[src/rtl/seg_scan.sv]
// seg_scan: time-multiplexed hex display scanner with frame-synchronous value update.
// A prescaler steps the selected digit every DIV cycles. A loaded value is staged
// and copied into the display register only when the scan wraps back to digit 0,
// so a frame never shows a mix of old and new digits. ackO pulses the cycle after
// the copy.
// Optional feature: define LEADING_ZERO_BLANK_EN to blank leading zero digits
// (digit 0 is always shown).
module seg_scan #(
    parameter int DIGITS = 8,
    parameter int DIV    = 50000
) (
    input  logic                  clkI,
    input  logic                  rst_nI,
    input  logic [4*DIGITS-1:0]   valueI,
    input  logic                  loadI,
    output logic                  ackO,
    output logic [3:0]            numO,
    output logic [DIGITS-1:0]     selO
);

    localparam int CW = $clog2(DIV);
    localparam int IW = $clog2(DIGITS);
    localparam logic [CW-1:0] CNT_LAST = CW'(DIV - 1);
    localparam logic [IW-1:0] IDX_LAST = IW'(DIGITS - 1);

    logic [CW-1:0]          cnt;
    logic [IW-1:0]          idx;
    logic [DIGITS-1:0][3:0] disp;
    logic [DIGITS-1:0][3:0] stage;
    logic                   pending;
    logic                   ack;
    logic                   tick;
    logic                   apply;

    assign tick  = (cnt == CNT_LAST);
    assign apply = tick && (idx == IDX_LAST) && pending;
    assign ackO  = ack;

    // Prescaler and digit index: idx advances once every DIV cycles and wraps per frame.
    always_ff @(posedge clkI or negedge rst_nI) begin
        if (!rst_nI) begin
            cnt <= '0;
            idx <= '0;
        end else if (tick) begin
            cnt <= '0;
            idx <= (idx == IDX_LAST) ? '0 : idx + 1'b1;
        end else begin
            cnt <= cnt + 1'b1;
        end
    end

    // Staging and display: the latest load wins; the copy happens only on the frame-wrap tick.
    always_ff @(posedge clkI or negedge rst_nI) begin
        if (!rst_nI) begin
            disp    <= '0;
            stage   <= '0;
            pending <= 1'b0;
            ack     <= 1'b0;
        end else begin
            ack <= apply;
            if (apply) begin
                disp <= stage;
            end
            if (loadI) begin
                stage   <= valueI;
                pending <= 1'b1;
            end else if (apply) begin
                pending <= 1'b0;
            end
        end
    end

`ifdef LEADING_ZERO_BLANK_EN
    logic [DIGITS-1:0] lead;

    // lead[k] is set when digit k and every digit above it are zero.
    always_comb begin
        lead = '0;
        lead[DIGITS-1] = (disp[DIGITS-1] == 4'h0);
        for (int k = DIGITS - 2; k >= 0; k--) begin
            lead[k] = lead[k+1] && (disp[k] == 4'h0);
        end
    end
`endif

    // Output decode, fed only from the idx and display registers.
    always_comb begin
        numO = disp[idx];
        selO = ~(DIGITS'(1) << idx);
`ifdef LEADING_ZERO_BLANK_EN
        if ((idx != '0) && lead[idx]) begin
            selO = '1;
        end
`endif
    end

endmodule

[config.mk]
export PLATFORM = sky130hd
export DESIGN_NAME = seg_scan
export DESIGN_NICKNAME = d
export VERILOG_FILES = /design/src/rtl/seg_scan.sv
export SDC_FILE = /design/constraint.sdc
export NUM_CORES = 1
export LEC_CHECK = 0
export BUFFER_PORTS_ARGS = -buffer_cell sky130_fd_sc_hd__buf_2
export CAP_MARGIN = 20
export CORE_ASPECT_RATIO = 0.5
export CORE_MARGIN = 8
export CORE_UTILIZATION = 50
export DETAILED_ROUTE_END_ITERATION = 6
export PLACE_DENSITY = 0.72
export REMOVE_ABC_BUFFERS = 1
export SLEW_MARGIN = 20
export SYNTH_ARGS = -nofsm -noshare
export SYNTH_HDL_FRONTEND = slang
export SYNTH_SLANG_ARGS = --single-unit
[constraint.sdc]
create_clock -name clkI -period 3.4 [get_ports clkI]
set_clock_uncertainty 0.05 [all_clocks]
set_input_delay 0.17 -clock clkI [delete_from_list [all_inputs] [get_ports clkI]]
set_output_delay 0.17 -clock clkI [all_outputs]
set_load 0.005 [all_outputs]
==> flow_summary.toml <==
[yosys]
syn_area_mm2 = 0.00386
synth_seq_cells = 85
ys_seq_area_share_pct = 55.2
synth_cells = 264
yosysWarnings = 0
avgSynthCellArea_um2 = 14.6
yosysUniqueCellTypes = 34

[global_routing]
grt_max_degree = 86
grt-ovfl-total = 0
grt_antenna_before_repair = 0
grt_pass1_vias = 2346
grt_use_total_pct = 13.1
grt_pass1_wl_um = 11300

[critical_path]
worstPathArrival_ns = 2.61
critical_path_required_ns = 3.56
ff2ff_path_depth = 5
reg2reg_slack_ns = 0.96
crit_type = "reg2reg"
worst-path-max-fanout = 32
crit_path_end_kind = "register"
critPathLaunchType = "register"

[route]
vias = 2151
wl_per_cell_um = 16.0
first_iter_violations = 113
dr_wl_met2_um = 3360
avgViaCountPerCell = 5.26
met3_wirelength_um = 228
drc = 0
wl_met1_um = 2850
routed_wl_um = 6550
topRoutingLayerUsed = "met4"
antenna_left = 0
first_pass_iters = 4

[placed_design]
gp_congestion = 0.773
port_buffers = 47
place_area_mm2 = 0.00410
dp.cells = 394
hpwl_um = 4500

[sta]
slew_headroom_pct = 50.3
fin_setup_tns_ns = 0
grt_setup_unrepaired = "no"
setup_viol = 0
fmax_mhz = 409
period_minus_slack_ns = 2.44
worstMarginPinSlew_ns = 0.745
post-route-period-util_pct = 71.9
finalHoldViolCount = 0
slew_viol_final = 0

[finish]
antenna_cells = 0
nets = 352
design_area_mm2 = 0.00436
stdcell_count = 409
area_growth_pct = 13.0
fin_util_pct = 58.9
drive_gt1_share_pct = 42.8

[outcome]
outcome = "finished clean"

[hold_path]
hold_depth = 2
hp-class = "in2reg"

[clocking]
postCtsSetupBuffers = 0
cts_buffer_depth = 2
htreeDepth = 3
clock-sinks = 85
cts_tree = "yes"
cts_resized = 0
hold_buffers = 0
clk_pin_slew_ns = 0.06
cts_buffers = 9
cts-root-buf = "clkbuf_16"
clkLatencyLatePin_ns = 0.33

[power]
power-per-cell-area_mw_per_mm2 = 458
cellLeakagePower_uw = 0.00202
ir_worst_vdd_mv = 0.252

[die]
io_pins = 48
coreArea_mm2 = 0.00740
dieArea_mm2 = 0.0109
rows = 22
die_h_um = 78.1
initial_utilization_pct = 52.1
die_w_um = 140

[job]
drv_cap = 0
power breakdown:
group	leakage (uW)	total [uW]	switching, uW	internal (uW)
clock network	0.000125	834	352	482
logic	0.000800	89.3	39.5	49.8
registers	0.00110	1070	20.6	1050
total	0.00202	1990	412	1580
metrics by stage:
step	power (uW)	setup slack [ns]	hold WS [ns]
4_1_cts	2020	0.953	0.00435
6_report	1990	0.956	0.0182
5_1_grt	2080	0.817	0.00113
3_5_place_dp	1180	0.959	0.356
3_3_place_gp	1170	1.02	0.350
2_1_floorplan	1120	1.19	-0.176
critical path, cell delays in order, from the launching register on:
cell	delay (ns)
dfrtp_1	0.38
ha_1	0.21
and4_1	0.30
and4_4	0.36
and3_4	0.62
mux2_1	0.37
cell usage after synthesis, drive strengths merged:
| cell | count | area (um2) |
|---|---|---|
| mux2 | 64 | 833 |
| nor3 | 1 | 5.00 |
| nand3 | 7 | 35.0 |
| nor4 | 1 | 6.26 |
| and3b | 1 | 8.76 |
| clkbuf | 7 | 26.3 |
| mux2i | 1 | 10.0 |
| nor2b | 2 | 12.5 |
| nor4b | 2 | 38.8 |
| inv | 5 | 18.8 |
| nor2 | 11 | 41.3 |
| dfrtp | 85 | 2130 |
| mux4 | 8 | 180 |
| and2 | 1 | 6.26 |
| nand2 | 24 | 90.1 |
| nand4 | 7 | 43.8 |
| a21o | 1 | 7.51 |
| o21ai | 3 | 15.0 |
| xor2 | 6 | 52.6 |
| and3 | 2 | 17.5 |
| clkinv | 1 | 3.75 |
| buf | 7 | 98.8 |
| xnor2 | 7 | 61.3 |
| and4 | 3 | 28.8 |
| ha | 7 | 87.6 |
logic make-up (layout without fill, tap and decap cells):
kind of cell,count (synthesis),in the layout,share of synthesized area [%]
AOI/OAI and AO/OA,4,4,0.584
adders and majority gates,7,7,2.27
and+or+nand+nor,62,62,8.66
xor gates and xnor gates,13,13,2.95
buffers and inverters,20,69,3.83
muxes,73,73,26.5
DFF,85,85,55.2
sequential cells by signal, indices dropped and copies added, names as in the netlist:
signal / flops
ackO: 1
cnt: 16
disp: 32
pending: 1
idx: 3
stage: 32
area by class of cell:
type                       instances  area (um2)
fill                             557        3050
sequential                        85        2130
multi-input combinational        159        1580
timing repair buffer              49         259
clock buffer                      11         233
tap                               96         120
inverter                           6        22.5
clock inverter                     3        15.0
final timing paths:
check | endpoint | start
max in group asynchronous | cnt[7] | rst_nI
max | disp[10] | cnt[0]
max reg2reg | disp[10] | cnt[0]
min reg2reg | disp[10] | disp[10]
min in group asynchronous | disp[0] | rst_nI
min | stage[5] | valueI[5]
layer usage:
metal  vias to the layer above  GRT usage (%)
met3                        10           4.16
met1                      1105           15.2
met5                         -              0
met4                         0           6.44
met2                        27           21.8
li1                       1009              -
cells in the final DEF (no fill, tap or decap):
cell and count:
buf_2 46, inv_1 5, mux2i_1 1, ha_1 7, clkbuf_16 9, mux2_1 2, clkinv_2 3, buf_4 1
clkbuf_1 2, dlygate4sd3_1 1, nand2_1 24, mux4_2 8, and3_1 1, clkinv_1 1, nor2_1 11, nor4_1 1
mux2_2 32, and4_1 2, xnor2_1 7, and3b_1 1, and3_4 1, nor4b_2 1, xor2_1 6, nor4b_4 1
nand3_1 7, nand4_1 7, dfrtp_1 85, buf_6 1, nor3_1 1, o21ai_0 3, a21o_1 1, nor2b_1 2
and2_1 1, and4_4 1, mux2_4 30
No activity file was read; power rests on OpenSTA's default activity.
